File: src/rtl/bp_common_pkg.sv
// Shared BlackParrot memory-network definitions: wormhole header layout and helpers.
// The header typedef is width-parameterised, so it is declared through a macro at the use site.
`ifndef BP_COMMON_PKG_SV
`define BP_COMMON_PKG_SV

`define DECLARE_BP_ME_WORMHOLE_HEADER_S(len_width_mp, y_cord_width_mp, x_cord_width_mp) \
    typedef struct packed { \
        logic [len_width_mp-1:0]    len; \
        logic [y_cord_width_mp-1:0] y_cord; \
        logic [x_cord_width_mp-1:0] x_cord; \
    } bp_me_wormhole_header_s

`define BP_ME_WORMHOLE_HEADER_WIDTH(len_width_mp, y_cord_width_mp, x_cord_width_mp) \
    ((len_width_mp) + (y_cord_width_mp) + (x_cord_width_mp))

package bp_common_pkg;

    // Width of the header length field for a given maximum flit count (at least 1 bit).
    function automatic int unsigned bp_me_wormhole_len_width(input int unsigned max_num_flit);
        return (max_num_flit > 1) ? $clog2(max_num_flit) : 1;
    endfunction

    // Length field saturated to the largest encodable flit index.
    function automatic int unsigned bp_me_wormhole_sat_len(input int unsigned len_field,
                                                           input int unsigned max_len);
        return (len_field > max_len) ? max_len : len_field;
    endfunction

endpackage

`endif

File: src/rtl/bp_me_wormhole_flit_mux.sv
// Combinational flit selector: picks flit number cnt_i out of a zero-padded packet.
// Shared between the response and command network serializers.
module bp_me_wormhole_flit_mux #(
    parameter int unsigned flit_width_p = 16,
    parameter int unsigned num_flit_p   = 4,
    parameter int unsigned cnt_width_p  = 2
) (
    input  logic [num_flit_p*flit_width_p-1:0] pkt_i,
    input  logic [cnt_width_p-1:0]             cnt_i,
    output logic [flit_width_p-1:0]            flit_c
);

    // Decoded select keeps every index in range even for non power-of-2 flit counts.
    always_comb begin
        flit_c = '0;
        for (int i = 0; i < int'(num_flit_p); i++) begin
            if (cnt_i == cnt_width_p'(i)) begin
                flit_c = pkt_i[i*flit_width_p +: flit_width_p];
            end
        end
    end

endmodule

File: src/rtl/bp_me_wormhole_pkt_serializer.sv
// Wormhole packet serializer: accepts one packet from an LCE/CCE encoder and streams
// length+1 flits, header first, onto a router link with valid/ready handshaking.
module bp_me_wormhole_pkt_serializer
    import bp_common_pkg::*;
#(
    parameter int unsigned x_cord_width_p = 2,
    parameter int unsigned y_cord_width_p = 1,
    parameter int unsigned max_num_flit_p = 4,
    parameter int unsigned flit_width_p   = 16,
    parameter int unsigned packet_width_p = 64
) (
    input  logic                      clk_i,
    input  logic                      reset_i,

    input  logic [packet_width_p-1:0] packet_i,
    input  logic                      v_i,
    output logic                      ready_o,

    output logic [flit_width_p-1:0]   link_data_o,
    output logic                      link_v_o,
    input  logic                      link_ready_i,
    output logic                      link_last_o
);

    localparam int unsigned len_width_lp     = bp_me_wormhole_len_width(max_num_flit_p);
    localparam int unsigned pkt_ext_width_lp = max_num_flit_p * flit_width_p;
    localparam int unsigned max_len_lp       = max_num_flit_p - 1;
    localparam int unsigned header_width_lp  =
        `BP_ME_WORMHOLE_HEADER_WIDTH(len_width_lp, y_cord_width_p, x_cord_width_p);

    `DECLARE_BP_ME_WORMHOLE_HEADER_S(len_width_lp, y_cord_width_p, x_cord_width_p);

    typedef enum logic {
        e_ser_idle,
        e_ser_send
    } ser_state_e;

    ser_state_e                  state_r, state_n;
    logic [len_width_lp-1:0]     cnt_r, cnt_n;
    logic [len_width_lp-1:0]     len_r, len_n;
    logic [len_width_lp-1:0]     len_sat;
    logic [pkt_ext_width_lp-1:0] pkt_r, pkt_n;
    logic [pkt_ext_width_lp-1:0] pkt_in;
    logic [flit_width_p-1:0]     flit_c;
    bp_me_wormhole_header_s      hdr;

    // Packet is rebuilt from the typed header so every field goes through the struct.
    assign hdr     = packet_i[header_width_lp-1:0];
    assign pkt_in  = pkt_ext_width_lp'({packet_i[packet_width_p-1:header_width_lp], hdr});
    assign len_sat = len_width_lp'(bp_me_wormhole_sat_len(32'(hdr.len), max_len_lp));

    always_ff @(posedge clk_i or posedge reset_i) begin
        if (reset_i) begin
            state_r <= e_ser_idle;
            cnt_r   <= '0;
            len_r   <= '0;
            pkt_r   <= '0;
        end else begin
            state_r <= state_n;
            cnt_r   <= cnt_n;
            len_r   <= len_n;
            pkt_r   <= pkt_n;
        end
    end

    // Next state and link outputs; a tail transfer may reload directly to avoid a bubble.
    always_comb begin
        state_n     = state_r;
        cnt_n       = cnt_r;
        len_n       = len_r;
        pkt_n       = pkt_r;
        ready_o     = 1'b0;
        link_v_o    = 1'b0;
        link_last_o = 1'b0;
        link_data_o = '0;

        unique case (state_r)
            e_ser_idle: begin
                ready_o = ~reset_i;
                if (v_i && !reset_i) begin
                    pkt_n   = pkt_in;
                    len_n   = len_sat;
                    cnt_n   = '0;
                    state_n = e_ser_send;
                end
            end
            e_ser_send: begin
                link_v_o    = 1'b1;
                link_data_o = flit_c;
                link_last_o = (cnt_r == len_r);
                if (link_ready_i) begin
                    if (cnt_r == len_r) begin
                        ready_o = 1'b1;
                        if (v_i) begin
                            pkt_n = pkt_in;
                            len_n = len_sat;
                            cnt_n = '0;
                        end else begin
                            state_n = e_ser_idle;
                        end
                    end else begin
                        cnt_n = cnt_r + len_width_lp'(1);
                    end
                end
            end
            default: state_n = e_ser_idle;
        endcase
    end

    bp_me_wormhole_flit_mux #(
        .flit_width_p (flit_width_p),
        .num_flit_p   (max_num_flit_p),
        .cnt_width_p  (len_width_lp)
    ) flit_mux (
        .pkt_i  (pkt_r),
        .cnt_i  (cnt_r),
        .flit_c (flit_c)
    );

    // Oversized length fields are clamped in hardware but flagged in simulation.
    always @(posedge clk_i) begin
        if (!reset_i && v_i && ready_o) begin
            len_in_range: assert (32'(hdr.len) <= max_len_lp);
        end
    end

endmodule

File: config.mk
export PLATFORM = sky130hd
export DESIGN_NAME = bp_me_wormhole_pkt_serializer
export DESIGN_NICKNAME = d
export VERILOG_FILES = /design/src/rtl/bp_common_pkg.sv /design/src/rtl/bp_me_wormhole_flit_mux.sv /design/src/rtl/bp_me_wormhole_pkt_serializer.sv
export SDC_FILE = /design/constraint.sdc
export NUM_CORES = 1
export LEC_CHECK = 0
export ABC_AREA = 1
export BUFFER_PORTS_ARGS = -buffer_cell sky130_fd_sc_hd__buf_2
export CAP_MARGIN = 25
export CORE_AREA = 2 2 88 90
export CTS_CLUSTER_SIZE = 10
export DETAILED_ROUTE_END_ITERATION = 10
export DIE_AREA = 0 0 90 92
export HOLD_SLACK_MARGIN = 0.05
export PLACE_DENSITY = 0.7
export SYNTH_ARGS = -nofsm -noshare
export SYNTH_HDL_FRONTEND = slang
export SYNTH_SLANG_ARGS = --single-unit
File: constraint.sdc
create_clock -name clk_i -period 2.2 [get_ports clk_i]
set_input_delay 0.11 -clock clk_i [delete_from_list [all_inputs] [get_ports clk_i]]
set_output_delay 0.11 -clock clk_i [all_outputs]
set_load 0.01 [all_outputs]
Yosys cells after proc, flatten, opt, wreduce, memory -nomap -nowiden
Index checks and enable logic that the tools add are counted.

Flip-flop bits (word level): 69. Input bits: 68. Output and inout bits: 19. Word-level logic and storage cells: 51.

Add/sub/neg operators: 1. Equality and inequality tests: 9. Multiplexer cells: 30. Bitwise operators: 2. Reductions and logical operators: 5.

Operators with widths (number): $mux W64 (4); $pmux W64 S2 (1); $mux W16 (5); $mux W2 (8); $mux W1 (8); $pmux W2 S2 (2); $ne A2 B2 Y1 const B (3); $eq A2 B2 Y1 const B (2); $pmux W1 S2 (2); $reduce_and A4 Y1 (1); $ne A3 B3 Y1 const B (1); $reduce_and A3 Y1 (1); $add A2 B1 Y2 const B (1); $eq A2 B1 Y1 const B (1); $eq A2 B2 Y1 (1); $logic_not A2 Y1 (1); $ne A2 B1 Y1 const B (1); $not A1 Y1 (2); $logic_and A1 B1 Y1 (1); $logic_not A1 Y1 (1).

Logic depth before layout (Yosys ltp)
Gate-level depths: netlist of the first run.

Depth in word-level cells: 6. Mapped depth: 9.

Cells and area by module
From an unflattened synthesis of the first run, not the netlist that was laid out.

Cells, all modules: 454. Area total of the unflattened synthesis: 3530.9 µm².

Modules (own cells, without submodules): bp_me_wormhole_pkt_serializer (instances 1, cells an instance 360, area each 3004.1 µm², seq. area each 1676.6 µm²); bp_me_wormhole_flit_mux (instances 1, cells an instance 94, area each 526.8 µm², seq. area each 0.0 µm²).

Worst setup path after synthesis of the first run
No wires, ideal clock.

Path type: register to output. Start point: register cnt_r[0]. End point: output port link_data_o[10]. Data arrival time: 1.464 ns. Required time: 2.090 ns. Setup slack: 0.626 ns. Cell stages (with the launch flop): 7. Buffers on the path: 2. Path through: dfrtp_1 -> inv_2 -> ha_1 -> clkbuf_1 -> clkbuf_1 -> a21oi_1 -> a21oi_1.

Cells in the longest elaborated chain, start to end: 6.

Ends and longest elaborated chain: start: declaration (RTL line bp_me_wormhole_pkt_serializer.sv:39) `logic [len_width_lp-1:0] cnt_r, cnt_n;`; start signal: assignment (RTL line bp_me_wormhole_pkt_serializer.sv:60) `cnt_r <= cnt_n;`; $logic_not A2 Y1 (RTL line bp_me_wormhole_flit_mux.sv:17) `if (cnt_i == cnt_width_p'(i)) begin`; $mux W16 (3 in series) (RTL line bp_me_wormhole_flit_mux.sv:17); $mux W16 (*) (RTL line bp_me_wormhole_flit_mux.sv:17); $mux W16 (*) (RTL line bp_me_wormhole_pkt_serializer.sv:77) `unique case (state_r)`; end: declaration (RTL line bp_me_wormhole_pkt_serializer.sv:19) `output logic [flit_width_p-1:0] link_data_o,`.

Every way passes the cells marked *; elsewhere a longest branch is shown, timed or not.

Worst setup path after layout of the first run
Start point: register cnt_r[0]. End point: output port link_data_o[15].

The elaborated chain is that of the path after synthesis.

==> results of run 1 <==
## metrics by stage
step	hold slack (ps)	total power, mW	cells	setup slack (ps)	utilization, %
after floorplan	254.5	4.151	428	406.8	-
after global placement	157.2	5.004	594	490.7	51.48
after detailed placement	170.2	5.097	594	435.5	51.48
after CTS	55.59	6.102	671	48.53	62.08
after global routing	55.80	6.657	671	31.00	62.21
final	67.05	6.118	671	142.1	62.21
## placed cells by master (no fill, tap or decap)
cell,count
a21oi_1,32
and3_1,1
buf_12,2
buf_2,86
buf_4,8
buf_6,1
clkbuf_8,11
clkinv_2,4
clkinvlp_4,2
dfrtp_1,67
dlygate4sd3_1,61
ha_1,3
ha_2,1
inv_1,6
inv_2,5
nand2_1,171
nand2_2,3
nand3_1,68
nand4_1,2
nor2_1,2
nor2_4,1
o211ai_1,15
o21ai_0,17
## cell type report
cell class	count	area share (%)
Tap cell	102	2.755
Multi-Input combinational cell	316	31.27
Clock buffer	11	3.268
Sequential cell	67	36.19
Clock inverter	5	0.5941
Inverter	12	1.053
Timing Repair Buffer	158	24.87
## worst min path at each step
stage           endpoint
3_5_place_dp     state_r
3_3_place_gp     state_r
6_report       pkt_r[58]
4_1_cts        pkt_r[58]
5_1_grt        pkt_r[58]
2_1_floorplan  pkt_r[36]
## registers in the layout, indices dropped and copies added (netlist names)
name     flops
pkt_r       63
state_r      1
cnt_r        2
len_r        1
## metal layers
metal / share of wire (%) / GRT usage [%]
met5: 0 / 0
met4: 2.3 / 8.974
met3: 4.0 / 4.601
met2: 51 / 42.04
met1: 42 / 29.75
## repair_timing
item | in CTS | in global routing
setup buffers | 0 | 0
resized for setup | 0 | 4
endpoints found under the hold margin | 80 | 0
setup endpoints to repair | 0 | 16
hold buffers | 61 | 0
## power groups by stage
stage          Combinational (mW)  Clock, mW  Sequential [mW]
5_1_grt                      3.44      0.987             2.23
2_1_floorplan                2.10          0             2.05
4_1_cts                      3.01      0.934             2.16
3_5_place_dp                 2.92          0             2.18
6_report                     3.04      0.913             2.16
3_3_place_gp                 2.84          0             2.16
## logic make-up (layout without fill, tap and decap cells)
kind of cell / after synthesis / after routing / synth area share [%]
AO/OA/AOI/OAI: 64 / 64 / 10.72
adder cells (fa/ha/maj): 4 / 4 / 1.499
buffers and inverters: 45 / 186 / 6.596
flip-flops: 67 / 67 / 50.22
AND/OR/NAND/NOR: 248 / 248 / 30.96
## worst max-delay path: cells and delay by family (launching register included)
| family | cells | cell delay, ps |
|---|---|---|
| buffers and inverters | 2 | 510 |
| DFF | 1 | 440 |
| AOI/OAI and AO/OA | 2 | 410 |
| adders and majority gates | 1 | 240 |
==> impl_summary.txt, run 1 <==
----------------------------------------------------
[Synth]
  Distinct cells, synth ... 17
  Mean instance size in the synthesized netlist ... 7.800 µm²
  Number of warning messages in the yosys log ... 0
  Sequential fraction of the synthesis area ... 50.22%
  Syn_nets ... 500
  Commonest cells in the synthesized netlist ... nand2_1, nand3_1, dfrtp_1, a21oi_1, o21ai_0
  Most area-hungry cell type in the Yosys netlist ... dfrtp_1
  Cell types occupying the most area after synthesis ... dfrtp_1, nand2_1, nand3_1
  Area fraction of the dominant cell type after synthesis ... 50.22%
  Area of the mapped netlist ... 3338 µm²
  Top-count cell post-synth ... nand2_1
  Count of state elements after synthesis ... 67
  Fraction of registers with async set/reset ... 100.0%
  Synthesized instance count ... 428
  Main flop type after synthesis ... dfrtp_1
  Number of flops mapped to enable cells by yosys ... 0

[Critical path]
  Data required time at the worst endpoint ... 2090 ps
  Worst Path Class, Setup ... register to output pin
  Capturing element type of the critical path ... output pin
  Number of cells traversed by the worst register-to-register path ... 9
  Worst EP arrival ... 1950 ps
  RR Endpoint ... pkt_r[17]
  Highest-delay cell along the critical path ... dfrtp_1
  CP endpoint ... link_data_o[15]
  Largest incremental delay on the critical path ... 440 ps
  Critical register-to-register path startpoint ... cnt_r[0]
  Crit. Startpoint ... cnt_r[0]
  Cell Chain, Critical Path ... ha_1 > inv_1 > o21ai_0 > a21oi_1 > buf_2
  Worst Path Max Fanout ... 17
  Register-to-register setup slack ... 480 ps
  Startpoint class of the critical path ... register

[Floorplanning]
  Effective utilization at floorplan ... 44.83%
  Die height ... 92 µm
  Floorplan Core Area ... 7447 µm²
  Site row count ... 32
  Overall die area ... 8280 µm²
  I/O pin count ... 87
  Die Wd ... 90 µm

[Hold path]
  Worst min-delay path category ... input port to register
  Hold Startpoint ... packet_i[58]
  Cell depth of the worst min-delay path ... 3

[Global route]
  Initial antenna violation count ... 0
  Global-route wire length before repair ... 15.81 mm
  Total routing resource utilization after global routing ... 24.07%
  Maximum number of pins on one net before global-route repair ... 65
  Vias in the first global route ... 3372
  Global-route congestion overflow total ... 0

[STA]
  Final Max Tran Viols ... 0
  Worst clock skew on the final layout ... 6.964 ps
  Tightest slew margin relative to the limit ... 69.18%
  Part of the cycle the worst path needs ... 93.54%
  Endpoints failing setup ... 0
  Slew at the pin closest to its max-slew limit ... 461.7 ps
  Number of hold-slack violations in the final timing report ... 0
  Final min period ... 2058 ps
  Setup repair after global routing missed its margin ... no
  Total negative slack for setup checks ... 0 ps
  F_max ... 485.9 MHz

[Detailed routing]
  Initial DRC Count ... 253
  Post-detailed-route count of antenna-violating nets ... 0
  Vias/cell ... 5.006
  Length of the first detailed-routing pass in iterations ... 4
  Routed wire length ... 9.523 mm
  Routed length per instance ... 14.19 µm
  Number of DRC violations after detailed routing ... 0
  Number of vias after detailed routing ... 3359

[Power]
  Internal Dissipation ... 3.410 mW
  Clock power share ... 14.9%
  Static leakage power ... 2.463 nW
  Sequential group share of total power ... 35.4%
  Power share of the combinational group ... 49.7%
  IR drop worst, VDD ... 1.049 mV
  Power per cell area ... 1320 nW/µm²
  Total net switching power ... 2.708 mW
  Switch share ... 44.27%

[Clock network]
  Register clock-pin slew on the reported worst setup and hold paths ... 70 ps
  Clock latency on the worst-skew pair ... 340 ps
  CTS root buf ... clkbuf_8
  Num CTS Buffers ... 9
  Sinks on the clock net ... 67
  Number of levels in the clock H-tree ... 3
  Max Root-Sink Buffers ... 2
  Clock tree from TritonCTS ... done

[Final layout]
  Number of fillers in the final layout ... 680
  Final net count ... 636
  Post-route cell area ... 4633 µm²
  Ant. Diodes ... 0
  Signed area change from the synthesized netlist to the final layout ... 38.79%
  FF+latch area ... 1677 µm²
  Layout cells sized above 1 ... 21.79%
  Multi-input logic area ... 1449 µm²

[Place]
  Placed standard-cell area ... 3834 µm²
  Detailed-placement wirelength estimate ... 6.302 mm
  Number of I/O port buffers ... 86
  Gp weighted congestion ... 0.8869

[Job]
  Total of max-cap violations ... 0

[Status]
  Status ... completed

----------------------------------------------------
(Power assumes the default switching activity.)
==> run 2: changes to the inputs <==
--- a/config.mk
+++ b/config.mk
@@ -7,13 +7,13 @@
 export LEC_CHECK = 0
 export ABC_AREA = 1
 export BUFFER_PORTS_ARGS = -buffer_cell sky130_fd_sc_hd__buf_2
-export CAP_MARGIN = 25
 export CORE_AREA = 2 2 88 90
 export CTS_CLUSTER_SIZE = 10
 export DETAILED_ROUTE_END_ITERATION = 10
 export DIE_AREA = 0 0 90 92
 export HOLD_SLACK_MARGIN = 0.05
 export PLACE_DENSITY = 0.7
+export SETUP_SLACK_MARGIN = 0.2
 export SYNTH_ARGS = -nofsm -noshare
 export SYNTH_HDL_FRONTEND = slang
 export SYNTH_SLANG_ARGS = --single-unit
==> constraint.sdc (replaced) <==
create_clock -name clk_i -period 2.5 [get_ports clk_i]
set_input_delay 0.125 -clock clk_i [delete_from_list [all_inputs] [get_ports clk_i]]
set_output_delay 0.125 -clock clk_i [all_outputs]
set_load 0.01 [all_outputs]
==> run 2 against run 1 <==
  * Routed wire length grew 1.6%
  * Critical path depth is 1 higher
  * Core utilization is 0.37 points lower
  * Clock skew fell by 3.0 ps
  * Largest power group unchanged
  * Sequential share of layout area up 0.22 points
  * Hold slack got worse by 27 ps
  * Critical path type unchanged
  * Global-route usage rose by 0.079 points
  * Via count rose by 0.42%
  * Non-clock buffer count stayed put
  * Critical endpoint is now link_data_o[4]
  * Cell count unchanged
==> impl_summary.txt, run 2 (synthesis results as in run 1) <==
----------------------------------------------------
[Status]
  Status ... completed

[Final layout]
  Multi-input logic area ... 1451 µm²
  Commonest non-fill, non-tap cells in the layout ... nand2_1, buf_2, nand3_1
  Number of fillers in the final layout ... 689
  Most common library cell in the layout ignoring fill and taps ... nand2_1
  Final net count ... 637
  Signed area change from the synthesized netlist to the final layout ... 37.97%
  Layout cells sized above 1 ... 21.97%
  Number of flip-flops under the largest register name ... 63
  Final core utilization ... 61.84%
  Registers with the most flip-flops ... pkt_r (63), cnt_r (2)
  FF+latch area ... 1677 µm²
  Largest register by flop count ... pkt_r
  Ant. Diodes ... 0

[Floorplanning]
  Floorplan Core Area ... 7447 µm²
  Overall die area ... 8280 µm²
  Die Wd ... 90 µm
  Site row count ... 32
  I/O pin count ... 87
  Effective utilization at floorplan ... 44.83%
  Die height ... 92 µm

[Detailed routing]
  Number of vias after detailed routing ... 3373
  Routed wire length ... 9.677 mm
  Routed length per instance ... 14.42 µm
  Length of the first detailed-routing pass in iterations ... 4
  Number of DRC violations after detailed routing ... 0
  Initial DRC Count ... 259
  Post-detailed-route count of antenna-violating nets ... 0
  Vias/cell ... 5.027

[Power]
  Power per cell area ... 1167 nW/µm²
  Power share of the combinational group ... 50.0%
  Sequential group share of total power ... 35.7%
  Total net switching power ... 2.398 mW
  Total design power ... 5.373 mW
  Internal Dissipation ... 2.975 mW
  Switch share ... 44.64%
  Clock power share ... 14.3%
  Static leakage power ... 2.440 nW
  IR drop worst, VDD ... 1.115 mV

[STA]
  Total negative slack for setup checks ... 0 ps
  F_max ... 464.9 MHz
  Final Max Tran Viols ... 0
  Hold Worst Slack ... 40.04 ps
  Setup repair after global routing missed its margin ... no
  Worst clock skew on the final layout ... 3.993 ps
  Number of hold-slack violations in the final timing report ... 0
  Post-layout worst setup margin ... 348.9 ps
  Endpoints failing setup ... 0
  Tightest slew margin relative to the limit ... 44.71%
  Part of the cycle the worst path needs ... 86.05%
  Slew at the pin closest to its max-slew limit ... 829.4 ps
  Final min period ... 2151 ps

[Place]
  Setup WS pre-CTS ... 592.9 ps
  Number of I/O port buffers ... 86
  Gp weighted congestion ... 0.9167
  Detailed-placement wirelength estimate ... 6.396 mm

[Critical path]
  Number of cells traversed by the worst register-to-register path ... 8
  Buffer and inverter count on the worst path ... 3
  Kind of cell with the highest combined delay on the critical path ... buffers and inverters
  Highest-delay cell along the critical path ... dfrtp_1
  Crit. path cell count ... 6
  Worst Path Class, Setup ... register to output pin
  Worst EP arrival ... 2030 ps
  Cell Chain, Critical Path ... inv_2 > ha_1 > clkinvlp_4 > o21ai_0 > a21oi_1 > buf_2
  Startpoint class of the critical path ... register
  Worst Path Max Fanout ... 16
  Data required time at the worst endpoint ... 2380 ps
  Largest incremental delay on the critical path ... 440 ps
  Capturing element type of the critical path ... output pin

[Global route]
  Total routing resource utilization after global routing ... 24.15%
  Global-route wire length before repair ... 15.75 mm
  Initial antenna violation count ... 0
  Global-route congestion overflow total ... 0
  Vias in the first global route ... 3302
  Maximum number of pins on one net before global-route repair ... 68

[Clock network]
  Clock tree from TritonCTS ... done
  Max Root-Sink Buffers ... 2
  Number of levels in the clock H-tree ... 3
  Clock latency on the worst-skew pair ... 340 ps
  Num CTS Buffers ... 9
  Sinks on the clock net ... 67
  Register clock-pin slew on the reported worst setup and hold paths ... 70 ps
  CTS root buf ... clkbuf_8

[Hold path]
  Worst min-delay path category ... input port to async pin

[Job]
  Total of max-cap violations ... 0

----------------------------------------------------
==> run 2: cell types whose count changed in the layout (fill, tap and decap cells not counted) <==
cell	delta
clkinvlp_4	+2
buf_12	-1
ha_2	+1
clkinv_2	-3
clkbuf_1	+3
buf_6	-1
ha_1	-1
clkbuf_8	-1
dlygate4sd3_1	-3
inv_2	-1
buf_4	+5
==> run 2: worst register-to-register path, delay by kind of cell, from the launching register on <==
family	cells	cell delay, ps
AND/OR/NAND/NOR	6	620
flip-flops	1	440
buffers and inverters	2	450
==> run 2: final timing paths <==
path	from	end	slack (ps)
worst max register to register	cnt_r[0]	pkt_r[30]	930
worst min-delay path	reset_i	pkt_r[49]	40
max in group asynchronous	reset_i	pkt_r[6]	1930
worst min register to register	pkt_r[51]	pkt_r[51]	470
worst max-delay path	cnt_r[0]	link_data_o[4]	350
min in group clk_i	packet_i[6]	pkt_r[6]	50
==> run 2: routing by layer <==
layer | share of wire [%] | track usage, %
met5 | 0 | 0
met4 | 2.6 | 8.333
met3 | 4.2 | 5.341
met2 | 50 | 41.42
met1 | 43 | 30.33
==> run 2: timing repair <==
item | 4_1_cts | 5_1_grt
endpoints found under the setup margin | 0 | 15
hold buffers | 57 | 1
endpoints found under the hold margin | 57 | 1
setup buffers | 0 | 4
gates resized for setup | 0 | 5
==> run 2: final cells by class <==
cell class | count | area share, %
clock inverter | 2 | 0.2717
timing repair buffer | 158 | 24.50
tap | 102 | 2.771
clock buffer | 13 | 3.233
inverter | 12 | 1.141
timing repair inverter | 1 | 0.1630
multi-input combinational | 316 | 31.51
sequential | 67 | 36.40
==> run 2: power by group through the flow <==
stage          Clock (mW)  Combinational [mW]  Sequential (mW)
6_report            0.767                2.69             1.92
5_1_grt             0.829                3.03             1.97
4_1_cts             0.777                2.60             1.92
3_5_place_dp            0                2.53             1.92
3_3_place_gp            0                2.45             1.92
2_1_floorplan           0                1.85             1.80
==> run 2: stage by stage <==
step / instance area (µm²) / std cells
2_1_floorplan: 3338 / 428
3_3_place_gp: 3814 / 593
3_5_place_dp: 3814 / 593
4_1_cts: 4546 / 665
5_1_grt: 4606 / 671
6_report: 4606 / 671
==> run 3: changes to the inputs <==
--- a/config.mk
+++ b/config.mk
@@ -11,6 +11,7 @@
 export CTS_CLUSTER_SIZE = 10
 export DETAILED_ROUTE_END_ITERATION = 10
 export DIE_AREA = 0 0 90 92
+export GPL_TIMING_DRIVEN = 0
 export HOLD_SLACK_MARGIN = 0.05
 export PLACE_DENSITY = 0.7
 export SETUP_SLACK_MARGIN = 0.2
==> run 3 against run 2 <==
  * Register-to-register slack worse by 140 ps
  * Sequential power hardly changed
  * Global-route usage is 1.0 points higher
  * Count of clock-buffer cells in the layout stayed put
  * Via count is 5.9% higher
  * Routed wire length is 6.1% higher
  * Combinational power is 6% higher
  * Critical path depth is 1 higher
  * Critical endpoint is now link_data_o[14]
  * Highest routed layer unchanged
==> impl_summary.txt, run 3 (synthesis results as in run 1) <==
----------------------------------------------------
[STA]
  Tightest slew margin relative to the limit ... 41.32%
  Total negative slack for setup checks ... 0 ps
  Final min period ... 2210 ps
  F_max ... 452.6 MHz
  Part of the cycle the worst path needs ... 88.38%
  Post-layout worst setup margin ... 290.4 ps
  Endpoints failing setup ... 0
  Worst clock skew on the final layout ... 4.835 ps
  Slew at the pin closest to its max-slew limit ... 878.9 ps
  Hold Worst Slack ... 65.81 ps
  Number of hold-slack violations in the final timing report ... 0
  Setup repair after global routing missed its margin ... no
  Final Max Tran Viols ... 0

[Final layout]
  Final net count ... 661
  Layout cells sized above 1 ... 23.06%
  Largest register by flop count ... pkt_r
  Ant. Diodes ... 0
  Most common library cell in the layout ignoring fill and taps ... nand2_1
  Non-filler cells, final ... 696
  Final core utilization ... 63.31%
  Signed area change from the synthesized netlist to the final layout ... 41.23%
  Post-route cell area ... 4715 µm²
  Registers with the most flip-flops ... pkt_r (63), cnt_r (2)
  Commonest non-fill, non-tap cells in the layout ... nand2_1, buf_2, nand3_1
  Number of flip-flops under the largest register name ... 63

[Power]
  Sequential group share of total power ... 34.6%
  Total design power ... 5.501 mW
  Power per cell area ... 1167 nW/µm²
  Internal Dissipation ... 2.995 mW
  Clock power share ... 13.5%
  Switch share ... 45.55%
  Total net switching power ... 2.506 mW
  IR drop worst, VDD ... 0.7747 mV
  Power share of the combinational group ... 51.9%
  Static leakage power ... 2.523 nW

[Critical path]
  Data required time at the worst endpoint ... 2380 ps
  Capturing element type of the critical path ... output pin
  Worst Path Max Fanout ... 10
  Worst Path Class, Setup ... register to output pin
  Startpoint class of the critical path ... register
  Highest-delay cell along the critical path ... dfrtp_1
  Buffer and inverter count on the worst path ... 4
  Critical register-to-register path startpoint ... cnt_r[1]
  Crit. Startpoint ... cnt_r[1]
  Cell Chain, Critical Path ... inv_2 > ha_1 > inv_1 > clkbuf_1 > o211ai_1 > a21oi_1 > buf_2
  Largest incremental delay on the critical path ... 440 ps
  Worst EP arrival ... 2080 ps
  Kind of cell with the highest combined delay on the critical path ... buffers and inverters

[Place]
  Number of I/O port buffers ... 86
  Gp weighted congestion ... 0.8858
  Placed standard-cell area ... 3916 µm²
  Detailed-placement wirelength estimate ... 6.969 mm
  Dpl cells ... 617
  Setup WS pre-CTS ... 501.3 ps

[Job]
  Total of max-cap violations ... 0

[Detailed routing]
  Post-detailed-route count of antenna-violating nets ... 0
  Routed wire length ... 10.27 mm
  Number of vias after detailed routing ... 3572
  Initial DRC Count ... 228
  Vias/cell ... 5.132
  Number of DRC violations after detailed routing ... 0
  Routed length per instance ... 14.76 µm
  Length of the first detailed-routing pass in iterations ... 5

[Floorplanning]
  Die Wd ... 90 µm
  Floorplan Core Area ... 7447 µm²
  Die height ... 92 µm
  Site row count ... 32
  Overall die area ... 8280 µm²
  I/O pin count ... 87
  Effective utilization at floorplan ... 44.83%

[Clock network]
  Num CTS Buffers ... 9
  Clock tree from TritonCTS ... done
  Register clock-pin slew on the reported worst setup and hold paths ... 70 ps
  CTS root buf ... clkbuf_8
  Max Root-Sink Buffers ... 2
  Number of levels in the clock H-tree ... 3
  Clock latency on the worst-skew pair ... 340 ps
  Sinks on the clock net ... 67

[Global route]
  Vias in the first global route ... 3409
  Maximum number of pins on one net before global-route repair ... 41
  Initial antenna violation count ... 0
  Total routing resource utilization after global routing ... 25.20%
  Global-route wire length before repair ... 16.30 mm
  Global-route congestion overflow total ... 0

[Hold path]
  Hold Startpoint ... packet_i[36]
  Worst min-delay path category ... input port to register

[Status]
  Status ... completed

----------------------------------------------------
-- run 3: cell types whose count changed in the layout (fill, tap and decap cells not counted), sizes merged --
cell,change
clkbuf,+14
dlygate4sd3,+5
clkinv,+2
buf,+6
inv,+2
clkinvlp,-4
-- run 3: layout make-up --
type,instances,area [µm²]
Buffer,33,187.7
Fill cell,680,2733
Clock inverter,3,15.01
Inverter,12,45.04
Multi-Input combinational cell,316,1441
Sequential cell,67,1678
Tap cell,102,127.6
Timing Repair Buffer,150,1081
Clock buffer,13,138.9
-- run 3: power by group through the flow --
stage               sequential (mW)  combinational, mW  clock, mW
floorplan                      1.80               1.85          0
global placement               1.89               2.64          0
detailed placement             1.91               2.71          0
CTS                            1.89               2.80      0.759
global route                   1.95               3.16      0.803
finish                         1.90               2.85      0.745
-- run 3: metal layers --
metal	GRT usage (%)	up-vias	share of wire (%)
li1	-	1731	-
met1	32.87	1668	42
met2	41.10	145	49
met3	4.355	28	5.8
met4	11.92	0	3.3
met5	0	-	0
-- run 3: worst min-delay path: cells and delay by family --
family | cells | cell delay [ps]
buf+inv | 1 | 70
simple gates | 2 | 170
-- run 3: repair_timing --
action | in CTS | in global routing
pin swaps | 0 | 0
hold endpoints to repair | 100 | 1
gates resized for setup | 4 | 10
hold buffers | 62 | 1
setup buffers | 0 | 0
setup endpoints to repair | 11 | 11
-- run 3: worst paths after layout --
path / to / slack [ps] / cells after the start
max in group asynchronous: pkt_r[10] / 1330 / 4
min in group asynchronous: pkt_r[49] / 520 / 3
min reg2reg: pkt_r[54] / 470 / 2
max: link_data_o[14] / 290 / 7
min: pkt_r[36] / 70 / 3
max reg2reg: pkt_r[30] / 790 / 8
